<file path="config.mk">
export PLATFORM = sky130hd
export DESIGN_NAME = inst_fetch_flat
export DESIGN_NICKNAME = d
export VERILOG_FILES = /design/src/rtl/inst_fetch_pkg.sv /design/src/rtl/inst_fetch_if.sv /design/src/rtl/inst_fetch_fifo.sv /design/src/rtl/inst_fetch.sv /design/src/flat_wrapper.sv
export SDC_FILE = /design/constraint.sdc
export NUM_CORES = 1
export LEC_CHECK = 0
export ABC_AREA = 1
export BUFFER_PORTS_ARGS = -buffer_cell sky130_fd_sc_hd__buf_4
export CORE_ASPECT_RATIO = 0.5
export CORE_MARGIN = 5
export CORE_UTILIZATION = 57
export CTS_CLUSTER_DIAMETER = 60
export DETAILED_ROUTE_END_ITERATION = 12
export PLACE_DENSITY = 0.79
export RECOVER_POWER = 25
export REMOVE_ABC_BUFFERS = 1
export SLEW_MARGIN = 20
export SYNTH_ARGS = -nofsm -noshare
export SYNTH_HDL_FRONTEND = slang
export SYNTH_SLANG_ARGS = --single-unit
</file>
<file path="constraint.sdc">
create_clock -name clk -period 8.9 [get_ports clk]
set_input_delay 1.335 -clock clk [delete_from_list [all_inputs] [get_ports clk]]
set_output_delay 1.335 -clock clk [all_outputs]
set_load 0.05 [all_outputs]
</file>
<file path="src/rtl/inst_fetch_pkg.sv">
// Shared widths, enable levels and the buffer entry type for the fetch stage.
package inst_fetch_pkg;

   localparam int INST_ADDR_W = 32;
   localparam int INST_W      = 32;

   localparam logic                   RST_ENABLE  = 1'b1;
   localparam logic                   CHIP_ENABLE = 1'b1;
   localparam logic [INST_W-1:0]      ZERO_WORD   = 32'h0000_0000;
   localparam logic [INST_W-1:0]      NOP_INST    = 32'h0000_0000;

   // One buffered instruction together with the address it was fetched from.
   typedef struct packed {
      logic [INST_ADDR_W-1:0] pc;
      logic [INST_W-1:0]      inst;
   } fetch_entry_t;

   // Pointer advance with wrap at the last used slot.
   function automatic logic [1:0] ptr_next(input logic [1:0] p, input logic [1:0] last);
      return (p == last) ? 2'd0 : p + 2'd1;
   endfunction

endpackage

</file>
<file path="src/rtl/inst_fetch_if.sv">
// PC-stage, instruction-ROM and decode-side signals of the fetch stage.
interface inst_fetch_if;
   import inst_fetch_pkg::*;

   logic [INST_ADDR_W-1:0] pc_i;
   logic                   pc_ce_i;
   logic                   fetch_stall_o;
   logic                   rom_ce_o;
   logic [INST_ADDR_W-1:0] rom_addr_o;
   logic [INST_W-1:0]      rom_data_i;
   logic                   flush_i;
   logic                   id_valid_o;
   logic                   id_ready_i;
   logic [INST_ADDR_W-1:0] id_pc_o;
   logic [INST_W-1:0]      id_inst_o;

   // Surrounding pipeline: PC stage, ROM and decode.
   modport master (
      output pc_i, pc_ce_i, rom_data_i, flush_i, id_ready_i,
      input  fetch_stall_o, rom_ce_o, rom_addr_o, id_valid_o, id_pc_o, id_inst_o
   );

   // The fetch stage itself.
   modport slave (
      input  pc_i, pc_ce_i, rom_data_i, flush_i, id_ready_i,
      output fetch_stall_o, rom_ce_o, rom_addr_o, id_valid_o, id_pc_o, id_inst_o
   );

endinterface

</file>
<file path="src/rtl/inst_fetch_fifo.sv">
// Instruction buffer: DEPTH-entry FIFO with synchronous push/pop/clear.
module inst_fifo
   import inst_fetch_pkg::*;
#(
   parameter int DEPTH = 2
) (
   input  logic         clk,
   input  logic         clear,
   input  logic         push,
   input  fetch_entry_t push_data,
   input  logic         pop,
   output fetch_entry_t head,
   output logic [2:0]   occ
);

   localparam logic [1:0] LAST = 2'(DEPTH - 1);

   // Storage is sized for the largest legal depth so the 2-bit pointers
   // index it directly; slots beyond DEPTH are never written.
   fetch_entry_t mem [4];
   logic [1:0]   rd_ptr;
   logic [1:0]   wr_ptr;

   // Pointer and occupancy bookkeeping; clear wins over push/pop.
   always_ff @(posedge clk) begin
      if (clear) begin
         rd_ptr <= 2'd0;
         wr_ptr <= 2'd0;
         occ    <= 3'd0;
      end else begin
         if (push) wr_ptr <= ptr_next(wr_ptr, LAST);
         if (pop)  rd_ptr <= ptr_next(rd_ptr, LAST);
         case ({push, pop})
            2'b10:   occ <= occ + 3'd1;
            2'b01:   occ <= occ - 3'd1;
            default: occ <= occ;
         endcase
      end
   end

   // Entry write at the tail.
   always_ff @(posedge clk) begin
      if (push && !clear) mem[wr_ptr] <= push_data;
   end

   assign head = mem[rd_ptr];

endmodule

</file>
<file path="src/rtl/inst_fetch.sv">
// Fetch stage: issues ROM reads, buffers responses, presents them to decode.
module inst_fetch
   import inst_fetch_pkg::*;
#(
   parameter int DEPTH = 2
) (
   input logic         clk,
   input logic         rst,
   inst_fetch_if.slave bus
);

   logic                   infl;
   logic [INST_ADDR_W-1:0] infl_pc;
   logic [2:0]             occ;
   logic [3:0]             demand;
   logic                   id_valid;
   logic                   deq;
   logic                   capture;
   logic                   stall;
   logic                   rom_ce;
   logic                   clear;
   fetch_entry_t           head;
   fetch_entry_t           push_data;

   assign id_valid = (occ != 3'd0);
   assign deq      = id_valid & bus.id_ready_i;

   // Entries the buffer must still hold after this edge if a new read went out.
   assign demand = {1'b0, occ} + 4'(infl) - 4'(deq);
   assign stall  = (demand >= 4'(DEPTH));

   assign rom_ce  = (bus.pc_ce_i == CHIP_ENABLE) & ~stall & ~bus.flush_i & (rst != RST_ENABLE);
   assign capture = infl & ~bus.flush_i & (rst != RST_ENABLE);
   assign clear   = (rst == RST_ENABLE) | bus.flush_i;

   // Track the read issued this cycle so its response can be tagged next cycle.
   always_ff @(posedge clk) begin
      if (rst == RST_ENABLE) begin
         infl    <= 1'b0;
         infl_pc <= ZERO_WORD;
      end else begin
         infl <= rom_ce;
         if (rom_ce) infl_pc <= bus.pc_i;
      end
   end

   assign push_data = '{pc: infl_pc, inst: bus.rom_data_i};

   inst_fifo #(.DEPTH(DEPTH)) u_fifo (
      .clk       (clk),
      .clear     (clear),
      .push      (capture),
      .push_data (push_data),
      .pop       (deq),
      .head      (head),
      .occ       (occ)
   );

   assign bus.fetch_stall_o = stall;
   assign bus.rom_ce_o      = rom_ce;
   assign bus.rom_addr_o    = bus.pc_i;
   assign bus.id_valid_o    = id_valid;
   assign bus.id_pc_o       = id_valid ? head.pc   : ZERO_WORD;
   assign bus.id_inst_o     = id_valid ? head.inst : NOP_INST;

endmodule

</file>
<file path="src/flat_wrapper.sv">
// flat-port wrapper written by rule: the top's interface ports become plain ports
module inst_fetch_flat import inst_fetch_pkg::*;
#(
   parameter int DEPTH = 2
)
  (clk, rst, bus_pc_i, bus_pc_ce_i, bus_rom_data_i, bus_flush_i, bus_id_ready_i, bus_fetch_stall_o, bus_rom_ce_o, bus_rom_addr_o, bus_id_valid_o, bus_id_pc_o, bus_id_inst_o);
  inst_fetch_if bus_i ();
  input logic clk;
  input logic rst;
  input wire logic [$bits(bus_i.pc_i)-1:0] bus_pc_i;
  input wire logic [$bits(bus_i.pc_ce_i)-1:0] bus_pc_ce_i;
  input wire logic [$bits(bus_i.rom_data_i)-1:0] bus_rom_data_i;
  input wire logic [$bits(bus_i.flush_i)-1:0] bus_flush_i;
  input wire logic [$bits(bus_i.id_ready_i)-1:0] bus_id_ready_i;
  output wire logic [$bits(bus_i.fetch_stall_o)-1:0] bus_fetch_stall_o;
  output wire logic [$bits(bus_i.rom_ce_o)-1:0] bus_rom_ce_o;
  output wire logic [$bits(bus_i.rom_addr_o)-1:0] bus_rom_addr_o;
  output wire logic [$bits(bus_i.id_valid_o)-1:0] bus_id_valid_o;
  output wire logic [$bits(bus_i.id_pc_o)-1:0] bus_id_pc_o;
  output wire logic [$bits(bus_i.id_inst_o)-1:0] bus_id_inst_o;
  assign bus_i.pc_i = bus_pc_i;
  assign bus_i.pc_ce_i = bus_pc_ce_i;
  assign bus_i.rom_data_i = bus_rom_data_i;
  assign bus_i.flush_i = bus_flush_i;
  assign bus_i.id_ready_i = bus_id_ready_i;
  assign bus_fetch_stall_o = bus_i.fetch_stall_o;
  assign bus_rom_ce_o = bus_i.rom_ce_o;
  assign bus_rom_addr_o = bus_i.rom_addr_o;
  assign bus_id_valid_o = bus_i.id_valid_o;
  assign bus_id_pc_o = bus_i.id_pc_o;
  assign bus_id_inst_o = bus_i.id_inst_o;
  inst_fetch #(.DEPTH(DEPTH)) u_core (.clk(clk), .rst(rst), .bus(bus_i));
endmodule
</file>
**Word-level counts from Yosys, hierarchy flattened**

Memory sizes are Yosys's and may differ from the RTL's. A register that Yosys moved wholly into a read port is not among the register bits.
Index checks and enable logic that the tools add are counted.

- Equal/unequal tests: 4
- Muxes and demuxes: 9
- Add/subtract/negate cells: 6
- Reductions and logical operators: 4
- Magnitude comparators: 1
- Bitwise logic cells: 10

Operators with widths:

| kind | count |
|---|---|
| $mux 32 | 2 |
| $mux 2 | 4 |
| $and 1x1->1 | 6 |
| $eq 2x1->1 const B | 3 |
| $pmux 3 s2 | 1 |
| $add 2x1->2 const B | 2 |
| $add 3x1->4 | 1 |
| $ge 4x2->1 const B | 1 |
| $sub 4x1->4 | 1 |
| $add 3x1->3 const B | 1 |
| $not 1->1 | 3 |
| $reduce_bool 3->1 | 1 |
| $sub 3x1->3 const B | 1 |
| $eq 2x2->1 const B | 1 |
| $mux 1 | 2 |
| $reduce_bool 2->1 | 1 |
| $logic_and 1x1->1 | 1 |
| $logic_not 1->1 | 1 |
| $or 1x1->1 | 1 |

- Output and inout port bits: 99
- Memories kept: 1
- Bits of input ports: 69
- Memory bits (writable): 256
- Word-level logic and storage cells: 40
- Flip-flop bits (word level): 40

Memory list:

| name | depth | bits a word | rd ports | clocked after memory_dff | wr ports | RTL line | source |
|---|---|---|---|---|---|---|---|
| u_core.u_fifo.mem | 4 | 64 | 1 | 1 | 1 | inst_fetch_fifo.sv:20 | `fetch_entry_t mem [4];` |

**Longest topological paths before layout**

- Depth in word-level cells: 8
- Mapped depth: 18
- Mapped depth without buffers: 16

**Modules after synthesis**

A second synthesis with hierarchy kept.

- Cells, all modules: 1080
- Area, all modules: 12313.1 µm²

By module, submodules not included:

| module | sequential area each (µm²) | instances | area an instance (µm²) | cells each |
|---|---|---|---|---|
| inst_fifo | 7867.5 | 1 | 9872.0 | 668 |
| inst_fetch | 660.6 | 1 | 2441.1 | 412 |

**Least setup slack after synthesis**

No wires, ideal clock.

- Kind: input to register
- From: input rst
- To: memory u_core.u_fifo.mem[0][0] (netlist name), enable pin
- Slack: 2168 ps
- Cell stages on the path: 4
- Setup time: 565 ps
- Data required time: 8335 ps
- Data arrival time: 6166 ps
- Buffers on the path: 0
- Cells stage by stage: or2_4 nor2_1 inv_1 nor3_1

- Word-level cells in the longest chain between the ends: 5

Ends and longest elaborated chain:

| item | RTL line | source |
|---|---|---|
| start: declaration | flat_wrapper.sv:9 | `input logic rst;` |
| $or 1x1->1 or $not 1->1 (tied branches) | inst_fetch.sv:34, inst_fetch.sv:33 |  |
| $logic_not 1->1 or $and 1x1->1 (tied branches) | inst_fetch_fifo.sv:43, inst_fetch.sv:33 |  |
| $logic_and 1x1->1 * | inst_fetch_fifo.sv:43 | `if (push && !clear) mem[wr_ptr] <= push_data;` |
| $mux 1 * | inst_fetch_fifo.sv:43 |  |
| $mux 1 (not written as such) * | inst_fetch_fifo.sv:43 |  |
| end: declaration | inst_fetch_fifo.sv:20 |  |

Mark *: on every way between the ends. The rest lies on a longest branch, timed or not.

**Worst setup path in the final report**

- From: input bus_id_ready_i
- To: output bus_rom_ce_o

- Word-level cells in the longest chain between the ends: 7

Ends and longest elaborated chain:

| item | RTL line | source |
|---|---|---|
| start: declaration | flat_wrapper.sv:14 | `input wire logic [$bits(bus_i.id_ready_i)-1:0] bus_id_ready_i;` |
| $and 1x1->1 | inst_fetch.sv:26 | `assign deq = id_valid & bus.id_ready_i;` |
| named net u_core.deq | inst_fetch.sv:17 | `logic deq;` |
| $sub 4x1->4 | inst_fetch.sv:29 | `assign demand = {1'b0, occ} + 4'(infl) - 4'(deq);` |
| $ge 4x2->1 | inst_fetch.sv:30 | `assign stall = (demand >= 4'(DEPTH));` |
| $not 1->1 | inst_fetch.sv:32 | `assign rom_ce = (bus.pc_ce_i == CHIP_ENABLE) & ~stall & ~bus.flush_i & (rst != RST_ENABLE);` |
| $and 1x1->1 (3 in series) | inst_fetch.sv:32 |  |
| end: declaration | flat_wrapper.sv:16 | `output wire logic [$bits(bus_i.rom_ce_o)-1:0] bus_rom_ce_o;` |

The timed path passes the listed nets, and every way through them passes these cells.

==> metrics list <==
* Area after DPL: 13,200 sq um
- Final Skew: between 0.015 and 0.02 ns
- The routed design could run at a clock period as short as approximately 5.2 ns.
* Largest voltage drop on the vdd net: about 0.11 mV
- Setup repair after global routing left no endpoint under its margin.
- After floorplanning, the core was divided into 37 placement rows.
- The first global-routing pass estimated roughly 40,000 microns of wire.
- Smallest hold slack: 0.454 ns
- For this configuration, the core starts out at a cell density of around 58%.
- The tightest min-delay check is of the reg2reg type.
- The filler cells instantiated in the layout total between 1,000 and 1,500.
* Final routed wire length divided by cell count: about 17 microns
* Number of iterations in the first detailed-routing pass: 5
- GRT met3 Usage: about 3.4%
- Headroom to the max-slew limit: 28.4%
* Most repeated library cell on the critical path: sky130_fd_sc_hd__inv_1
* Fin Setup TNS: 0 ns
- Area growth from synthesis to layout: 16.5%
- Vertical die dimension: 112 microns
- Final hold violations: 0
* Leakage Power: approximately 5.3 nW
* Kind of cell adding the most delay to the critical path: buffers and inverters
* Total I/O pin count: roughly 170
- The final number of max-transition violations is 0.
- CTS-repair resized insts: 0
- Overall routed net length: 25,700 microns
- Achievable frequency: around 190 MHz
- The global routing stage identified its most utilized layer as met2.
- After layout, the worst path uses about 59% of the clock period.
- Switching power summed over all nets: 0.000545 W
* CTS tree: yes
- Post-synthesis instance area: 11,900 sq um
- Overall die area: about 24,000 sq um
- Buffer levels on the longest clock path: 3
- Registers are responsible for a little under three fifths of the overall power.
- Per report_power, the clock group accounts for approximately two fifths of the total.
- The synthesized design spends more area on one cell type than any other, namely sky130_fd_sc_hd__edfxtp_1.
- Summing over every cut layer, the via total after detailed routing is about 8,000.
- The region available for standard cell placement spans 20,600 sq um.
- For the pin with the worst max-slew slack, the measured transition is 1.07 ns.
- Total clock sinks: 298
- Entering global routing, the biggest net connects 117 pins.
- The average instance in the mapped netlist occupies roughly 11 sq um.
* Clk pin slew, worst setup/hold paths: roughly 0.060 ns
* Met1 routing resource usage after global routing: between 20% and 30%
- Power Dens Cells: 194 nW/um^2
- Area share of the largest cell type after synthesis: around 64%
* Main area contributors after synthesis: sky130_fd_sc_hd__edfxtp_1, sky130_fd_sc_hd__nor2_1, sky130_fd_sc_hd__dfxtp_1
* Worst Path Class, Setup: in2out
* Number of levels the H-tree was split into: 1
* Antenna diodes: 0
- Met2 usage in global routing: 37.9%
- Net switching share of the total power: 20.2%
- Critical-path cell with the highest stage delay: sky130_fd_sc_hd__buf_4
* Count of buffers inserted at the top-level ports: between 150 and 200
* Critical Path, Cell by Cell: buf_4, inv_1, nor2_1, inv_1, nor2_1, inv_1, nand2_1, ha_1, inv_1, fa_1, nor2_1, nor2_1, nand4_4, buf_4, inv_1, buf_4
* Combined buffer and inverter count along the critical path: 8
* CTS root buf: sky130_fd_sc_hd__clkbuf_16
* Remaining antenna violation count: 0
* Data required time of the critical path: between 7 and 8 ns
* Max capacitance violation total: 0
- Top fanout value on the critical path: 66
- At the end of routability-driven placement, the weighted congestion stood at between 0.7 and 0.8.
* Layout Cells excl Fill: between 1,000 and 1,500
- Synth warn: 0
- CP arrival: ~4 ns
- Summing all non-filler instances in the final layout gives an area of 13,900 sq um.
- Number of global-route vias before repair: about 8,000
* Buffers inserted by post-CTS timing repair: 0
* DRC: 0
- The post-route netlist has around 18% of its cells at a drive strength greater than 1.
- Cell Int Power: roughly 0.0022 W
- Count of mapped cells out of synthesis: between 1,000 and 1,500
- Before CTS, the worst setup slack after placement is 3.70 ns.
- In the routed layout, each cell is associated on average with a via count of 5.39.
* Yosys reg bits: 298
- The worst setup path is launched from an input pin.
* Smallest setup slack after layout: 3.67 ns
- After the first detailed-routing iteration, the DRC count stood at between 600 and 700.
* Horizontal die dimension: around 210 microns
- Detailed Place HPWL: ~14,000 microns
* # setup viols final: 0
- Total track usage: slightly above 20%
* Distinct cells, synth: 21
- The worst setup path is captured at a primary output.
* Relative contribution of combinational cells to total power: around 4.3%
* Clock buffer count from CTS: 26
- Global route overflow: 0
- Hold buffers post-CTS: 0
- The flow ran to the end, and the final reports show no timing, DRC or antenna violations.
- Peak per-stage delay on the critical path: approximately 0.56 ns
* Clock insertion delay at the later pin of the skew report: about 0.52 ns
* Post-synthesis sequential area ratio: between 70% and 80%
- After the last flow step, the layout net total stands at 1,260.
- Number of antenna violations at the first check in global routing: 0
- DP Cell Count: 1,430
[cells in the mapped netlist]
| master | number |
|---|---|
| sky130_fd_sc_hd__nor2_2 | 1 |
| sky130_fd_sc_hd__fa_1 | 2 |
| sky130_fd_sc_hd__buf_6 | 2 |
| sky130_fd_sc_hd__inv_1 | 53 |
| sky130_fd_sc_hd__a21oi_1 | 70 |
| sky130_fd_sc_hd__o21ai_0 | 129 |
| sky130_fd_sc_hd__nor2_1 | 335 |
| sky130_fd_sc_hd__nand2_1 | 75 |
| sky130_fd_sc_hd__buf_1 | 12 |
| sky130_fd_sc_hd__clkbuf_1 | 24 |
| sky130_fd_sc_hd__or2_4 | 1 |
| sky130_fd_sc_hd__nand4_2 | 1 |
| sky130_fd_sc_hd__edfxtp_1 | 256 |
| sky130_fd_sc_hd__dfxtp_1 | 42 |
| sky130_fd_sc_hd__nor3_1 | 3 |
| sky130_fd_sc_hd__o21ai_1 | 3 |
| sky130_fd_sc_hd__buf_4 | 32 |
| sky130_fd_sc_hd__nand3_1 | 2 |
| sky130_fd_sc_hd__buf_2 | 20 |
| sky130_fd_sc_hd__inv_2 | 2 |
| sky130_fd_sc_hd__ha_1 | 4 |
[final cells by class]
class,instances,area (sq um),area share [%]
Inverter,55,208,1.49
Clock buffer,43,766,5.51
Multi-Input combinational cell,626,2730,19.7
Sequential cell,298,8530,61.4
Tap cell,273,342,2.46
Timing Repair Buffer,178,1290,9.29
Clock inverter,5,22.5,0.162
[worst paths after layout]
path                           startpoint                 end  slack [ns]  depth (start not counted)
setup reg to reg     u_core.u_fifo.occ[1]  u_core.infl_pc[28]        5.84                         16
hold / removal    u_core.u_fifo.rd_ptr[1]            register        0.45                          2
setup / recovery           bus_id_ready_i        bus_rom_ce_o        3.67                         16
hold reg to reg   u_core.u_fifo.rd_ptr[1]            register        0.45                          2
[routing by layer]
metal  vias up  wire (microns)
li1       3811               -
met1      3862           10400
met2       247           13300
met3        52            1450
met4         0             595
met5         -               0
[power groups by stage]
stage	Sequential [W]	Combinational [W]	Clock, W
5_1_grt	0.00154	0.000128	0.00112
2_1_floorplan	0.00156	0.0000353	0
6_report	0.00154	0.000117	0.00104
3_5_place_dp	0.00157	0.000119	0
3_3_place_gp	0.00156	0.000117	0
4_1_cts	0.00154	0.000120	0.00106
[worst min-delay path: cells and delay by family (launching register included)]
| kind | cells | cell delay [ns] |
|---|---|---|
| flip-flops | 1 | 0.30 |
| AND/OR/NAND/NOR | 1 | 0.05 |
| buffers and inverters | 1 | 0.07 |
[placed cells by master (no fill, tap or decap)]
cell type,synthesis,final
sky130_fd_sc_hd__buf_4,32,166
sky130_fd_sc_hd__nor2_4,0,2
sky130_fd_sc_hd__clkbuf_1,24,25
sky130_fd_sc_hd__dfxtp_4,0,1
sky130_fd_sc_hd__inv_1,53,53
sky130_fd_sc_hd__dfxtp_1,42,40
sky130_fd_sc_hd__ha_1,4,4
sky130_fd_sc_hd__nor2_1,335,333
sky130_fd_sc_hd__clkbuf_8,0,3
sky130_fd_sc_hd__a21oi_1,70,70
sky130_fd_sc_hd__clkinv_2,0,4
sky130_fd_sc_hd__nand2_1,75,75
sky130_fd_sc_hd__dfxtp_2,0,1
sky130_fd_sc_hd__clkbuf_16,0,27
sky130_fd_sc_hd__nor3_2,0,3
sky130_fd_sc_hd__edfxtp_1,256,256
sky130_fd_sc_hd__nand3_1,2,2
sky130_fd_sc_hd__nor2_2,1,1
sky130_fd_sc_hd__fa_1,2,2
sky130_fd_sc_hd__or2_4,1,1
sky130_fd_sc_hd__inv_2,2,1
sky130_fd_sc_hd__nand4_4,0,1
sky130_fd_sc_hd__o21ai_0,129,129
sky130_fd_sc_hd__o21ai_1,3,3
sky130_fd_sc_hd__clkinv_1,0,2
[logic make-up (layout without fill, tap and decap cells)]
kind of cell	count (synthesis)	after routing	synth area share (%)
simple gates	418	418	13.3
flops	298	298	71.5
compound gates	202	202	8.48
buf+inv	145	281	5.91
fa+ha+maj	6	6	0.755
[flip-flops by register name (all words and copies together) (netlist names), named ones only]
name,cells
u_core.infl,1
u_core.u_fifo.wr_ptr,2
u_core.u_fifo.occ,3
u_core.u_fifo.mem,256
u_core.infl_pc,32
u_core.u_fifo.rd_ptr,2
[per-stage QoR]
step,power (W),utilization [%]
after floorplan,0.00160,-
after global placement,0.00168,64.0
after detailed placement,0.00168,64.0
after CTS,0.00271,67.8
after global routing,0.00278,67.6
final,0.00270,67.6
No activity file was read; power rests on OpenSTA's default activity.
